--- src/rtl/visited_arbiter.sv ---
// ---------------------------------------------------------------------------
// visited_arbiter
//
// Shares one single-port, 1-bit visited-bitmap BRAM among NUM_REQ BFS
// processing elements. Each accepted request performs an atomic
// test-and-set on one vertex bit: the bit is read, set if it was clear,
// and the requester is told whether the vertex had already been visited.
// Requesters are served round-robin. Between traversals the block sweeps
// the whole bitmap back to zero on request.
//
// Ports
//   clk_in            system clock, rising edge
//   rst_in            asynchronous active-high reset
//   clear_in          one-cycle pulse requesting a full bitmap clear
//   req_valid_in      per-requester request valid, held until accepted
//   req_addr_in       packed vertex addresses, requester i at [i*ADDR_W +: ADDR_W]
//   req_ready_out     one-hot accept (only in IDLE)
//   resp_valid_out    one-hot, one-cycle response pulse to the granted requester
//   resp_visited_out  1 = vertex was already visited, 0 = newly visited
//   busy_out          high whenever the block is not idle
//   ram_addr_out      BRAM address
//   ram_we_out        BRAM write enable
//   ram_din_out       BRAM write data
//   ram_dout_in       BRAM read data (RD_LAT cycles after the address)
// ---------------------------------------------------------------------------
module visited_arbiter #(
    parameter int NUM_REQ = 4,
    parameter int ADDR_W  = 10,
    parameter int RD_LAT  = 2
) (
    input  logic                      clk_in,
    input  logic                      rst_in,
    input  logic                      clear_in,
    input  logic [NUM_REQ-1:0]        req_valid_in,
    input  logic [NUM_REQ*ADDR_W-1:0] req_addr_in,
    output logic [NUM_REQ-1:0]        req_ready_out,
    output logic [NUM_REQ-1:0]        resp_valid_out,
    output logic                      resp_visited_out,
    output logic                      busy_out,
    output logic [ADDR_W-1:0]         ram_addr_out,
    output logic                      ram_we_out,
    output logic                      ram_din_out,
    input  logic                      ram_dout_in
);

    localparam int PTR_W = (NUM_REQ > 1) ? $clog2(NUM_REQ) : 1;
    localparam int CNT_W = $clog2(RD_LAT + 2);

    // Last READ cycle is the one where the BRAM output reflects our address.
    localparam logic [CNT_W-1:0]  RD_LAST  = CNT_W'(RD_LAT);
    localparam logic [ADDR_W:0]   CLR_LAST = {1'b0, {ADDR_W{1'b1}}};
    localparam logic [PTR_W-1:0]  PTR_MAX  = PTR_W'(NUM_REQ - 1);

    typedef enum logic [1:0] {
        IDLE,
        READ,
        SET,
        CLEAR
    } state_t;

    state_t             state_q, state_d;
    logic [PTR_W-1:0]   rr_ptr_q, rr_ptr_d;
    logic [PTR_W-1:0]   gnt_q, gnt_d;
    logic [ADDR_W-1:0]  addr_q, addr_d;
    logic [CNT_W-1:0]   rd_cnt_q, rd_cnt_d;
    logic [ADDR_W:0]    clr_cnt_q, clr_cnt_d;
    logic               hit_q, hit_d;
    logic               clr_pend_q, clr_pend_d;

    logic               gnt_found;
    logic [PTR_W-1:0]   gnt_idx;
    logic [PTR_W-1:0]   cand_idx;
    int                 cand;

    // Circular search for the first valid requester at or after rr_ptr.
    always_comb begin
        gnt_found = 1'b0;
        gnt_idx   = '0;
        cand      = 0;
        cand_idx  = '0;
        for (int i = 0; i < NUM_REQ; i++) begin
            cand     = (int'(rr_ptr_q) + i) % NUM_REQ;
            cand_idx = PTR_W'(cand);
            if (!gnt_found && req_valid_in[cand_idx]) begin
                gnt_found = 1'b1;
                gnt_idx   = cand_idx;
            end
        end
    end

    // State register and datapath registers.
    always_ff @(posedge clk_in or posedge rst_in) begin
        if (rst_in) begin
            state_q    <= IDLE;
            rr_ptr_q   <= '0;
            gnt_q      <= '0;
            addr_q     <= '0;
            rd_cnt_q   <= '0;
            clr_cnt_q  <= '0;
            hit_q      <= 1'b0;
            clr_pend_q <= 1'b0;
        end else begin
            state_q    <= state_d;
            rr_ptr_q   <= rr_ptr_d;
            gnt_q      <= gnt_d;
            addr_q     <= addr_d;
            rd_cnt_q   <= rd_cnt_d;
            clr_cnt_q  <= clr_cnt_d;
            hit_q      <= hit_d;
            clr_pend_q <= clr_pend_d;
        end
    end

    // Next-state and output decode.
    always_comb begin
        state_d        = state_q;
        rr_ptr_d       = rr_ptr_q;
        gnt_d          = gnt_q;
        addr_d         = addr_q;
        rd_cnt_d       = rd_cnt_q;
        clr_cnt_d      = clr_cnt_q;
        hit_d          = hit_q;
        clr_pend_d     = clr_pend_q;
        req_ready_out  = '0;
        resp_valid_out = '0;
        ram_addr_out   = '0;
        ram_we_out     = 1'b0;
        ram_din_out    = 1'b0;

        case (state_q)
            IDLE: begin
                // A clear always wins over waiting requests.
                if (clear_in || clr_pend_q) begin
                    clr_pend_d = 1'b0;
                    clr_cnt_d  = '0;
                    state_d    = CLEAR;
                end else if (gnt_found) begin
                    // Ready is combinational from valid, so it is masked
                    // while reset is asserted to keep all outputs at zero.
                    req_ready_out[gnt_idx] = ~rst_in;
                    gnt_d    = gnt_idx;
                    addr_d   = req_addr_in[gnt_idx*ADDR_W +: ADDR_W];
                    rr_ptr_d = (gnt_idx == PTR_MAX) ? '0 : gnt_idx + PTR_W'(1);
                    rd_cnt_d = '0;
                    state_d  = READ;
                end
            end

            READ: begin
                ram_addr_out = addr_q;
                if (rd_cnt_q == RD_LAST) begin
                    hit_d   = ram_dout_in;
                    state_d = SET;
                end else begin
                    rd_cnt_d = rd_cnt_q + CNT_W'(1);
                end
            end

            SET: begin
                // BRAM is read-first, so the write here cannot disturb
                // the value already sampled into hit.
                ram_addr_out          = addr_q;
                resp_valid_out[gnt_q] = 1'b1;
                if (!hit_q) begin
                    ram_we_out  = 1'b1;
                    ram_din_out = 1'b1;
                end
                state_d = IDLE;
            end

            CLEAR: begin
                ram_addr_out = clr_cnt_q[ADDR_W-1:0];
                ram_we_out   = 1'b1;
                if (clr_cnt_q == CLR_LAST) begin
                    state_d = IDLE;
                end else begin
                    clr_cnt_d = clr_cnt_q + 1'b1;
                end
            end

            default: begin
                state_d = IDLE;
            end
        endcase

        // A clear seen while busy is remembered and serviced from IDLE.
        if (state_q != IDLE && clear_in) begin
            clr_pend_d = 1'b1;
        end
    end

    // hit only changes on the last READ cycle, so it already holds the
    // previous response outside SET.
    assign resp_visited_out = hit_q;
    assign busy_out         = (state_q != IDLE);

endmodule

--- config.mk ---
export PLATFORM = sky130hd
export DESIGN_NAME = visited_arbiter
export DESIGN_NICKNAME = d
export VERILOG_FILES = /design/src/rtl/visited_arbiter.sv
export SDC_FILE = /design/constraint.sdc
export NUM_CORES = 1
export LEC_CHECK = 0
export ABC_AREA = 0
export CELL_PAD_IN_SITES_DETAIL_PLACEMENT = 1
export CELL_PAD_IN_SITES_GLOBAL_PLACEMENT = 1
export CORE_MARGIN = 10
export CORE_UTILIZATION = 35
export DETAILED_ROUTE_END_ITERATION = 8
export PLACE_DENSITY_LB_ADDON = 0.1
export SLEW_MARGIN = 20
export SYNTH_ARGS = -nofsm -noshare
export SYNTH_HDL_FRONTEND = slang
export SYNTH_SLANG_ARGS = --single-unit
--- constraint.sdc ---
create_clock -name clk_in -period 3.18 [get_ports clk_in]
set_clock_uncertainty 0.15 [all_clocks]
set_input_delay 0.795 -clock clk_in [delete_from_list [all_inputs] [get_ports clk_in]]
set_output_delay 0.795 -clock clk_in [all_outputs]
set_load 0.005 [all_outputs]
After elaboration in Yosys (flattened, before gate mapping)
Index checks and enable logic that the tools add are counted.
{"block": "classes", "n_addsub": 6, "n_mul": 1, "div": 0, "magnitude_cmp": 8, "n_eq_ne": 14, "shifts": 1, "muxes": 44, "n_bitwise": 3, "n_reduce_logical": 23}
{"cell": "40-bit by 7-bit indexed part select with 10-bit output", "n": 1}
{"cell": "2-bit 2-to-1 mux", "n": 12}
{"cell": "11-bit 2-to-1 mux", "n": 2}
{"cell": "11-bit one-hot mux with 2 select lines", "n": 1}
{"cell": "10-bit one-hot mux with 2 select lines", "n": 1}
{"cell": "2-bit by 3-bit < comparator with 1-bit output (second input constant)", "n": 6}
{"cell": "4-bit 2-to-1 mux", "n": 4}
{"cell": "1-bit 2-to-1 mux", "n": 15}
{"cell": "2-bit inequality test (second input constant)", "n": 7}
{"cell": "11-bit by 1-bit adder with 11-bit output (second input constant)", "n": 1}
{"cell": "11-bit by 10-bit == test with 1-bit output (second input constant)", "n": 1}
{"cell": "2-bit nonzero test", "n": 5}
{"cell": "3-bit AND reduction", "n": 3}
{"cell": "1-bit binary-select mux with 2-bit select", "n": 4}
{"cell": "2-bit == test (second input constant)", "n": 4}
{"cell": "2-bit one-hot mux with 4 select lines", "n": 1}
{"cell": "2-bit by 1-bit adder with 2-bit output (second input constant)", "n": 3}
{"cell": "1-bit logical AND", "n": 6}
{"cell": "2-bit by 3-bit multiplier with 5-bit output (second input constant)", "n": 1}
{"cell": "2-bit adder (second input constant)", "n": 2}
{"cell": "4-bit AND", "n": 1}
{"cell": "1-bit demux with 2-bit select", "n": 2}
{"cell": "2-bit by 1-bit >= comparator with 1-bit output (second input constant)", "n": 2}
{"cell": "2-bit one-hot mux with 2 select lines", "n": 1}
{"cell": "other kinds (10)", "n": 14}
{"block": "word_totals", "regBits": 31, "latch_bits": 0, "ram_bits": 0, "mem_bits_ro": 0, "in_bits": 48, "output_inout_bits": 22, "wordCells": 108, "mem_count": 0}

Longest topological paths before layout
Gate-level depths: netlist (run 1).
{"block": "logic_depth", "ltp_word": 20, "ltp_mapped": 9, "mapped_depth_nobuf": 7}

Worst setup path after synthesis (run 1)
Ideal clock, no wire load.
{"block": "synth_timing", "path_kind": "input to output", "start": "input req_valid_in[0]", "end": "output req_ready_out[1]", "arrival_time_ns": 1.902, "required_ns": 2.235, "path_slack_ns": 0.333, "path_stages": 5, "n_path_buf": 1, "path_cell_list": "and2_1 and2_4 nor3_4 buf_6 nor4b_1"}
{"block": "synth_via", "elab_chain_len": 20, "word_cells_on_any_way": 31, "classes_between": "2 x order compare; 21 x mux; 1 x bitwise; 7 x reduce/logical"}
{"element": "start: declaration", "line": "34", "source": "input logic [NUM_REQ-1:0] req_valid_in,"}
{"element": "1-bit binary-select mux with 2-bit select", "line": "84", "source": "if (!gnt_found && req_valid_in[cand_idx]) begin"}
{"element": "1-bit 2-to-1 mux (not written as such)", "line": "84"}
{"element": "1-bit 2-to-1 mux", "line": "84"}
{"element": "1-bit zero test", "line": "84"}
{"element": "1-bit logical AND", "line": "84"}
{"element": "1-bit 2-to-1 mux", "line": "84"}
{"element": "1-bit zero test", "line": "84"}
{"element": "1-bit logical AND", "line": "84"}
{"element": "[... 4 more ...]"}
{"element": "2-bit by 3-bit < comparator with 1-bit output (not written as such) / 2-bit by 1-bit >= comparator with 1-bit output (equally long branches)", "line": "140", "source": "req_ready_out[gnt_idx] = ~rst_in;"}
{"element": "1-bit logical AND (not written as such)", "line": "140"}
{"element": "1-bit 2-to-1 mux (not written as such)", "line": "140"}
{"element": "1-bit demux with 2-bit select", "line": "140"}
{"element": "4-bit AND (no line)"}
{"element": "4-bit 2-to-1 mux *", "line": "137", "source": "end else if (gnt_found) begin"}
{"element": "4-bit 2-to-1 mux *", "line": "133", "source": "if (clear_in || clr_pend_q) begin"}
{"element": "4-bit 2-to-1 mux *", "line": "130", "source": "case (state_q)"}
{"element": "end: declaration", "line": "36", "source": "output logic [NUM_REQ-1:0] req_ready_out,"}
Mark *: on every way between the ends. The rest lies on a longest branch, timed or not. The select of a mux whose other input is x is not followed.

Final worst setup path (run 1)
{"block": "layout_timing", "start": "input req_valid_in[3]", "end": "output req_ready_out[0]"}
Same word-level chain as after synthesis.

==> run summary, run 1 <==
The flow ran to the end, and the final reports show no timing, DRC or antenna violations. Setup slack on the worst reg-to-reg path comes out at 760 ps. Max-cap violations in this run came to 0. In the synthesized netlist, the cells that appear most often are dfrtp_1, nor2_1, nand2_1, a21oi_1.

For this run, the slowest stage of the critical path takes 280 ps. The via total after detailed routing came out at between 2000 and 2500. In this run the critical register-to-register path is captured at addr_q[6]$_DFFE_PP0P_. The number of antenna violations at the first check in global routing came to 0. In the synthesized netlist the dominant register cell turns out to be dfrtp_1. In this run the worst hold path is classified as reg2reg. The count of flip-flops with a built-in enable after synthesis is 0. The number of slew-limit violations in the final report is 0.

The first global-routing pass estimated between 10000 and 15000 um of wire. The leakage power total came out at 0.00142 uW. The number of global-route vias before repair was 2528. The global routing stage identified its most utilized layer as met2.

Sorting the synthesized cells by area gives the leading types as dfrtp_1, a221o_1, ha_1, a21oi_1, mux2_2. The number of nets in the synthesized netlist is approximately 300. The number of cells traversed by the worst hold path is 1. The proportion of register bits with asynchronous set or reset after synthesis is 100%.

The transition at the pin with the smallest max-transition slack came out at 595 ps. The worst-skew pair later-pin latency is 290 ps. The sequential-to-total area share from yosys stat came out at a little over a third. In this run the critical register-to-register path is launched from rr_ptr_q[1]$_DFFE_PP0P_.

The half-perimeter wire length after detailed placement is ~6000 um. Dividing the synthesized area by the synthesized cell count gives roughly 9.2 um2. The data required time of the worst path is 2230 ps. The headroom to the max-slew limit came out at 60.0%. The synthesis warning total is 0. The maximum clock frequency is 323 MHz.

STA classifies the critical path startpoint as an input port. Setup repair after global routing left no endpoint under its margin. The number of inserted filler cells in the final layout is 721. The fraction of met2 tracks used by global routing is 25.8%. The post-detailed-route count of antenna-violating nets came out at 0. The worst hold path startpoint is addr_q[1]$_DFFE_PP0P_. The height of the die came out at 99.9 um. dfrtp_1 is the most common cell in the netlist.

For the worst setup path, the data arrival time is between 2000 and 2500 ps. The hold buffer count at CTS came out at 0. The global-route track usage on met3 is 5.15%. The root buffer cell chosen for the clock tree is clkbuf_8. The number of levels the H-tree was split into came out at 2. The unique cell type count in the Yosys netlist is 51.

The port buffer count came out at between 60 and 70. The CTS buffer count is 5. The number of detailed-route iterations in the first pass is 4.

The total wire length after detailed routing came out at 7640 um. The netlist area before placement is 2230 um2. Of all cell types, the one taking the most synthesized area is dfrtp_1. The largest fanout on the critical path is 3. The synthesized design devotes to its leading area cell type 34.7% of total area.

The global placement routability congestion is 0.859. In the routed layout, each cell is associated on average with a via count of 5.50. The global routing usage summed across all routing layers came out at 15.1%. Synthesis produced 243 cells. The final critical path takes up 97.5% of the cycle. The largest individual stage delay along the critical path comes from the cell dlygate4sd2_1. The time the worst path needs with I/O delays and setup came out at 3100 ps. The final number of hold-violating endpoints is 0.

Counting stages on the worst path, the most repeated cell is buf_4. Once the floorplan was initialized, standard cells occupied a little over a third of the core. Setup violations remaining at the end of the flow were counted as 0. The clock net in this run drives a total of 31 sinks. The synthesis-stage register bit count came out at 31. The design draws 2420 uW.

The final routed DRC violation total is 0. The core box area is 6280 um2. Pin placement for this block handled 70 I/O pins. The largest voltage drop on the vdd net came out at 0.000389 V. The repair_antennas step left the layout with diodes totalling 0. At the end of the flow, the number of nets in the layout was 392. The horizontal extent of the die is 99.9 um. TritonCTS built the clock tree.

The number of cell rows came out at 29. The met1 demand-to-capacity share in global routing is 17.4%. Walking the worst path, the cells encountered are dlygate4sd2_1, buf_4, a21oi_4, nor3_4, buf_4, buf_4, nor4_4, buf_2. The setup path with the least slack is of type in2out. The detail-routed net length per standard cell is 18.4 um.

The accumulated negative setup slack is 0 ps. The post-synthesis to final-layout area growth came out at 49.8%. The area of the die is around 10000 um2.

The endpoint class of the critical path is a primary output. The logic depth of the worst register-to-register path is 8. After clock tree synthesis, the clock-pin slew on the worst setup and hold paths is about 70 ps.

The remaining global-route overflow came out at 0. The maximum root-to-sink buffer count came out at 2. The worst hold path terminates at addr_q[1]$_DFFE_PP0P_. The DRC violation total after the first TritonRoute iteration came out at 63. For this design the ratio of total power to cell area is 724 nW/um2.

The largest net degree at the start of global routing came out at 32. The fraction of final layout cells sized beyond drive strength 1 is 25.1%.
critical path: cells and delay by family:
family / cells / cell delay, ps
buf+inv: 5 / 890
compound gates: 1 / 150
simple gates: 2 / 320
flip-flops by register name, indices dropped and copies added (netlist names):
signal	count
clr_cnt_q	11
addr_q	10
gnt_q	2
rd_cnt_q	2
rr_ptr_q	2
state_q	2
clr_pend_q	1
resp_visited_out	1
cells by family (layout without fill, tap and decap cells):
logic type,Yosys count,in the layout,synth area share (%)
and+or+nand+nor,90,90,22.9
AOI/OAI and AO/OA,69,69,23.1
DFF,31,31,34.7
buffers and inverters,26,121,5.55
muxes,12,12,6.67
xor gates and xnor gates,8,8,3.14
adders and majority gates,7,7,3.92
cells in the final DEF (no fill, tap or decap), types with 3 or more instances in the layout:
master	count
nand2_1	17
a21oi_1	16
dfrtp_1	31
ha_1	6
clkbuf_8	5
nand3_2	3
dlygate4sd2_1	3
o21ai_0	4
nand3_1	6
inv_1	11
a22oi_1	9
buf_2	3
mux2_4	4
mux2_2	7
nor3_1	4
clkbuf_2	3
a221o_1	10
a211oi_1	6
clkdlybuf4s50_1	60
nor2_1	21
and3_1	3
xnor2_1	8
nand4_1	11
and2_4	3
buf_4	33
o31ai_1	10
nor4_4	3
layer usage:
metal,vias to the layer above,wire [um],share of wire (%)
li1,1096,-,-
met1,1119,3290,43
met2,57,3780,49
met3,11,445,5.8
met4,0,132,1.7
met5,-,0,0
how the worst max path moves through the flow:
stage                          from          endpoint  slack [ps]  cells after the start
floorplan           req_valid_in[0]  req_ready_out[1]         330                      5
global placement    req_valid_in[0]  req_ready_out[3]        -470                      7
detailed placement  req_valid_in[0]  req_ready_out[3]        -580                      7
CTS                 req_valid_in[0]  req_ready_out[2]          30                     10
global route        req_valid_in[3]  req_ready_out[0]           7                      8
finish              req_valid_in[3]  req_ready_out[0]          80                      8
per-stage QoR:
step | hold slack, ps | instance area, um2 | utilization [%] | setup slack [ps] | std cells
finish | 379 | 3350 | 53.3 | 79.4 | 415
CTS | 381 | 3320 | 53.0 | 28.2 | 414
detailed placement | 365 | 3120 | 49.7 | -582 | 398
floorplan | 330 | 2230 | - | 333 | 243
global placement | 349 | 3120 | 49.7 | -469 | 398
global route | 392 | 3350 | 53.3 | 7.47 | 415
power breakdown:
part	switching, uW	internal (uW)	leakage, uW
Sequential	135	531	0.000400
Clock	155	153	0.0000412
Combinational	698	749	0.000980
Total	988	1430	0.00142
what timing repair did:
action / 4_1_cts / 5_1_grt
resized for setup: 32 / 12
setup endpoints to repair: 11 / 4
buffers inserted: 8 / 1
hold endpoints to repair: 0 / 0
gates cloned: 0 / 0
pin swaps: 7 / 3
cell type report:
type                       instances  area (um2)  share of cell area [%]
timing repair buffer             102         905                    27.0
inverter                          11        41.3                    1.23
multi-input combinational        186        1440                    43.1
clock inverter                     2        12.5                   0.374
sequential                        31         776                    23.2
tap                               77        96.3                    2.88
clock buffer                       6        72.6                    2.17
No activity file was read; power rests on OpenSTA's default activity.
==> run 2: changes to the inputs <==
--- a/config.mk
+++ b/config.mk
@@ -12,6 +12,7 @@
 export CORE_UTILIZATION = 35
 export DETAILED_ROUTE_END_ITERATION = 8
 export PLACE_DENSITY_LB_ADDON = 0.1
+export SETUP_SLACK_MARGIN = 0.4
 export SLEW_MARGIN = 20
 export SYNTH_ARGS = -nofsm -noshare
 export SYNTH_HDL_FRONTEND = slang
==> run 2 against run 1 <==
Critical path depth fell by 1. Sequential cell count unchanged. Non-clock buffer count shrank 4. Sequential power increased by 3.3%. Clock power hardly changed.
==> run summary, run 2 (synthesis gave the netlist of run 1 again) <==
CTS placed an instance of clkbuf_8 at the clock tree root. The post-synthesis to final-layout area growth came out at 52.5%. For this run the aggregate overflow at the end of global routing stands at 0. The final number of hold-violating endpoints is 0. The CTS buffer count came out at 5. The number of clock sinks came out at 31. The headroom to the max-slew limit came out at between 50% and 60%. The sort of element at the start of the critical path is an input port. The area of all placed cells without fillers is 3410 um2. The global routing usage summed across all routing layers came out at 14.6%. The library cell used most frequently in the layout, excluding fill and tap cells, is clkdlybuf4s50_1.

The detail-routed net length per standard cell is 17.6 um. At the pin with the least slew margin, the transition time is 610 ps. For this run, the post-layout net count is 388.

The global-route wire length before repair is 12200 um. The kind of cell adding the most delay to the critical path is buffers and inverters. The multi-input combinational cell area came out at 1480 um2. For this design, the CTS-stage hold fixing added 0 buffers. The number of buffer and inverter instances along the worst setup path is 4.

TritonCTS built the clock tree. The area of the die came out at 9980 um2. The height of the die is 99.9 um.

The fraction of final layout cells sized beyond drive strength 1 is 28.5%. The number of inserted filler cells in the final layout came out at 726. For this run, design rule violations remaining after detail routing come to 0. The effective utilization at floorplan is 35.6%. Walking the worst path, the cells encountered are buf_2, nor4_2, buf_4, nor2_4, buf_4, and3_1, buf_2. Setup repair after global routing could not meet its margin everywhere. The largest voltage drop on the vdd net came out at 0.000400 V.

Before antenna repair, the detailed router went through 5 iterations. For this run, the slowest stage of the critical path takes 290 ps. The flow ran to the end, and the final reports show no timing, DRC or antenna violations.

The number of levels the H-tree was split into is 2. For this run, the top clock speed supported by timing is 355 MHz. The final antenna diode count is 0. The tightest min-delay check is of the reg2reg type. The number of global-route vias before repair came out at 2445. The register with the most flip-flops in the final layout is clr_cnt_q.

The total wire length after detailed routing came out at slightly above 7000 um. The post-detailed-route count of antenna-violating nets is 0. The accumulated negative setup slack is 0 ps. The via density per instance is 5.46. After the flow finishes, the layout carries non-filler instances totaling 410. In the layout the commonest cells are clkdlybuf4s50_1, dfrtp_1, buf_4. The boundary pin count is 70. The critical path is of the in2out type. The leakage power total is 0.00148 uW. The data required time of the worst path came out at approximately 2200 ps. The tool flagged a number of max-cap violations equal to 0. The clock transition at the register clock pins on the worst setup and hold paths after CTS came out at 60 ps. The number of antenna violations at the first check in global routing is 0. The port buffer count came out at 69. The flip-flop count of the largest register, all copies and words added came out at 11.

The final worst-path cycle share is between 80 and 90%. The global placement routability congestion came out at 0.763. The cell with the largest stage delay on the worst path is nor4_2. The longest clock path from root to sink contains 2 buffers. The worst-skew pair later-pin latency came out at about 280 ps. The via total after detailed routing came out at 2239. The time the worst path needs with I/O delays and setup came out at roughly 2800 ps. The half-perimeter wire length after detailed placement came out at 5730 um.

The largest registers in the layout are clr_cnt_q (11), addr_q (10). The number of endpoints failing setup at the final stage came out at 0. The number of slew-limit violations in the final report came out at 0.

The number of cell rows came out at 29. Including well taps, the total number of placed cells is 397. The core box area is 6280 um2. Data on the critical path arrives at its endpoint at 1870 ps. The endpoint class of the critical path is a primary output. Summing all flip-flop and latch instances after layout gives a little under 800 um2. The largest net degree at the start of global routing came out at 32. In this run the horizontal extent of the chip is about 100 um.

Power spread over the standard cell area amounts to between 700 and 800 nW/um2. Along the worst path, the maximum fanout reaches 4. The instance area at placement is 3130 um2. The DRC violation total after the first TritonRoute iteration is 49.
run 2: cell types whose count changed in the layout (fill, tap and decap cells not counted), sizes merged:
cell / delta
dlygate4sd2: -2
dlymetal6s2s: +4
clkinvlp: -1
clkdlybuf4s50: -5
clkbuf: -3
buf: +2
run 2: worst paths after layout:
| path | depth (start not counted) | endpoint | start | slack, ps |
|---|---|---|---|---|
| min in group asynchronous | 3 | resp_visited_out$_DFFE_PP0P_ | rst_in | 620 |
| worst max register to register | 7 | addr_q[8]$_DFFE_PP0P_ | rr_ptr_q[1]$_DFFE_PP0P_ | 840 |
| worst min-delay path | 1 | addr_q[8]$_DFFE_PP0P_ | addr_q[8]$_DFFE_PP0P_ | 360 |
| worst max-delay path | 7 | req_ready_out[3] | req_valid_in[1] | 360 |
| worst min register to register | 1 | addr_q[8]$_DFFE_PP0P_ | addr_q[8]$_DFFE_PP0P_ | 360 |
| max in group asynchronous | 3 | state_q[0]$_DFFE_PP0P_ | rst_in | 1960 |
run 2: repair_timing:
| item | in CTS | in global routing |
|---|---|---|
| pin swaps | 11 | 7 |
| setup endpoints to repair | 24 | 15 |
| resized for setup | 66 | 18 |
| buffers inserted | 4 | 2 |
run 2: metal layers:
layer	wire (um)	up-vias	track usage, %
li1	-	1088	-
met1	3190	1095	17.7
met4	76	0	3.64
met5	0	-	0
met3	389	6	4.12
met2	3540	50	24.9
run 2: report_power, final:
part | internal [uW] | switching (uW) | total (uW)
Clock | 170 | 142 | 311
Combinational | 791 | 694 | 1490
Sequential | 535 | 153 | 688
run 2: per-stage QoR:
stage / utilization, % / worst slack [ps] / total power (uW) / hold WS [ps]
2_1_floorplan: - / 406 / 1450 / 330
3_3_place_gp: 49.9 / -490 / 2000 / 350
3_5_place_dp: 49.9 / -519 / 2040 / 355
4_1_cts: 53.0 / 316 / 2460 / 371
5_1_grt: 54.3 / 298 / 2690 / 381
6_report: 54.3 / 365 / 2480 / 364
run 2: area by class of cell:
| type | count | share of cell area [%] |
|---|---|---|
| repair buffers | 98 | 27.0 |
| well taps | 77 | 2.83 |
| inverters | 11 | 1.21 |
| multi-input cells | 186 | 43.5 |
| flip-flops and latches | 31 | 22.9 |
| clock inverters | 1 | 0.147 |
| clock buffers | 6 | 2.42 |
run 2: worst reg2reg max path, cell delays in order (launching register included):
cell and delay (ps):
dfrtp_2 440, mux2i_4 280, nor2_4 60, nor3_4 260, buf_6 160, buf_4 190, mux2_2 360, a221o_1 310
==> run 3: changes to the inputs <==
--- a/config.mk
+++ b/config.mk
@@ -11,7 +11,7 @@
 export CORE_MARGIN = 10
 export CORE_UTILIZATION = 35
 export DETAILED_ROUTE_END_ITERATION = 8
-export PLACE_DENSITY_LB_ADDON = 0.1
+export PLACE_DENSITY = 0.8
 export SETUP_SLACK_MARGIN = 0.4
 export SLEW_MARGIN = 20
 export SYNTH_ARGS = -nofsm -noshare
==> run 3 against run 2 <==
Cell count grew 4.6%. Sequential share of layout area is 1.4 points lower. Clock power is 5% higher. Register-to-register slack worse by 500 ps. Critical path depth unchanged. Utilization rose by 3.3 points. Worst setup slack got worse by 60 ps. Final area increased by 6.1%. Wire length grew 38%. Maximum frequency is 2.1% lower. Via count rose by 10%. Critical path type unchanged. Critical endpoint unchanged. Largest power group unchanged.
==> run summary, run 3 (synthesis gave the netlist of run 1 again) <==
The detail-routed net length per standard cell is 23.1 um. The endpoint class of the critical path is a primary output. Dividing total power by cell area gives a power density of 737 nW/um2. The post-detailed-route count of antenna-violating nets is 0. The critical path class is in2out.

The sort of element at the start of the critical path is an input port. The number of antenna violations at the first check in global routing is 0. Once layout is complete, the cells apart from fillers number 429. The analysis attributes to net switching a power of 1140 uW. The number of cell rows is 29. TritonCTS built the clock tree. The fraction of power consumed by combinational cells is approximately three fifths. The final routed DRC violation total is 0. Counting along the longest clock path gives a buffer depth of 2. Summed over all layers, the global routing overflow is 0. The number of slew-limit violations in the final report is 0. The cell seen most often among critical-path stages is buf_4. Input and output buffers added on the ports amount to 69. The first detailed-routing pass ran for 4 iterations.

For the worst-skew pair, the clock arrives at the later sink with an insertion delay of about 300 ps. The area of the die came out at 9980 um2. STA puts the critical path data required time at 2230 ps. The utilization after layout is 57.6%.

The first global-routing pass estimated 14000 um of wire. The number of buffer and inverter instances along the worst setup path is 4. The transition at the pin with the smallest max-transition slack came out at between 600 and 700 ps.

The kind of cell adding the most delay to the critical path is buffers and inverters. The half-perimeter wire length after detailed placement is 5850 um. The via density per instance is 5.77. After the first detailed-routing iteration, the DRC count stood at 135. The largest voltage drop on the vdd net came out at between 0.0003 and 0.0004 V. The run finished with clean final reports. The horizontal extent of the die is 99.9 um. The slowest stage of the critical path is the nor4_2 cell. The height of the die is approximately 100 um. Along the worst path, the maximum fanout reaches 4. The clock tree root buffer cell is clkbuf_8. Data arrives at the worst endpoint at 1930 ps.

The via total after detailed routing is 2474. The fraction of final layout cells sized beyond drive strength 1 is roughly a third. The worst setup slack before clock tree synthesis is -541 ps.

The number of endpoints failing setup at the final stage is 0. The portion of total power attributed to the clock network came out at 12.3%. The path type of the worst min-delay path is reg2reg. The total wire length after detailed routing is 9920 um.

The congestion estimate from routability-driven global placement came to 0.789. Leaving out fill and tap cells, the most frequent cell in the layout is clkdlybuf4s50_1. The share of total power consumed by net switching is a little over two fifths.

The cell-internal power came out at 1530 uW. The boundary pin count came out at 70. Setup repair after global routing could not meet its margin everywhere. The analysis attributes to cell leakage a power of 0.00160 uW. The time the worst path needs with I/O delays and setup came out at 2880 ps. The post-synthesis to final-layout area growth came out at 61.8%.

Ranked by flip-flop count, first place goes to clr_cnt_q. The H-tree was split into 2 levels. The final number of hold-violating endpoints is 0. The smallest setup slack after layout came out at 305 ps.

The number of global-route vias before repair is 2693. The internal reg-to-reg setup slack is 340 ps. The number of nets at the end of the flow came out at 407.

The final worst-path cycle share is 90.4%. The clock transition at the register clock pins on the worst setup and hold paths after CTS is 60 ps. In this design, the stage delay of the slowest critical-path cell is 320 ps.

In the global route stage, overall resource usage came out at 17.4%. The largest net degree at the start of global routing is 32. The CTS buffer count came out at 5.

The tightest hold path in the finished design has a slack of 380 ps. The flip-flop count of the largest register, all copies and words added came out at 11. The number of clock sinks came out at 31. Traced cell by cell, the critical path runs through buf_4, nor4_2, buf_4, nor2_4, buf_4, and3_1, buf_2. The sequential share of power came out at 26.1%. The core box area came out at between 6000 and 7000 um2. Across the run, the number of max-cap violations was 0.

The number of antenna diodes in the final layout is 0. The effective utilization at floorplan is 35.6%. Timing would allow up to between 300 and 400 MHz. The cell total after placement is 396. The largest registers in the layout are clr_cnt_q (11), addr_q (10). Headroom to the max-slew limit came out at 58.1%. In the layout the commonest cells are clkdlybuf4s50_1, buf_4, dfrtp_1.
-- run 3: changes by cell type in the layout (fill, tap and decap cells not counted), moves of 3 or more --
cell	before	now
buf_6	3	13
a21oi_2	0	8
a21oi_1	16	8
buf_4	26	37
clkdlybuf4s50_1	55	48
dfrtp_2	3	0
dfrtp_1	28	31
dlygate4sd2_1	1	10
-- run 3: area by class of cell --
type,count,area (um2)
fillers,696,2660
multi-input cells,186,1520
repair buffers,117,1100
flip-flops and latches,31,776
well taps,77,96.3
clock buffers,6,82.6
inverters,11,41.3
clock inverters,1,5.00
-- run 3: path summary, 6_finish.rpt --
check / from / to / cells after the start
min reg2reg: addr_q[5]$_DFFE_PP0P_ / addr_q[5]$_DFFE_PP0P_ / 1
max: req_valid_in[1] / req_ready_out[3] / 7
min: addr_q[5]$_DFFE_PP0P_ / addr_q[5]$_DFFE_PP0P_ / 1
max in group asynchronous: rst_in / addr_q[3]$_DFFE_PP0P_ / 3
min in group asynchronous: rst_in / rr_ptr_q[1]$_DFFE_PP0P_ / 3
max reg2reg: state_q[0]$_DFFE_PP0P_ / addr_q[8]$_DFFE_PP0P_ / 16
-- run 3: what timing repair did --
| action | CTS | global route |
|---|---|---|
| setup endpoints to repair | 25 | 18 |
| hold buffers | 0 | 0 |
| gates cloned | 0 | 1 |
| setup buffers | 20 | 5 |
| pin swaps | 12 | 5 |
| gates resized for setup | 85 | 25 |
-- run 3: through the flow --
step | TNS [ps] | instance area, um2 | total power [uW]
after detailed placement | -2070 | 3110 | 2010
final | 0 | 3610 | 2660
after floorplan | 0 | 2240 | 1450
after CTS | 0 | 3440 | 2490
after global placement | -1750 | 3110 | 1950
after global routing | 0 | 3610 | 2820
-- run 3: power groups by stage --
stage | Sequential [uW] | Combinational, uW | Clock, uW
after floorplan | 626 | 825 | 0
after global placement | 655 | 1300 | 0
after detailed placement | 666 | 1350 | 0
after CTS | 667 | 1490 | 326
after global routing | 709 | 1770 | 346
final | 694 | 1640 | 328
-- run 3: per-layer routing --
| layer | vias to the layer above | global-route usage, % | wire length, um |
|---|---|---|---|
| li1 | 1125 | - | - |
| met1 | 1225 | 18.2 | 3700 |
| met2 | 91 | 31.6 | 5240 |
| met3 | 33 | 5.63 | 594 |
| met4 | 0 | 6.50 | 389 |
| met5 | - | 0 | 0 |
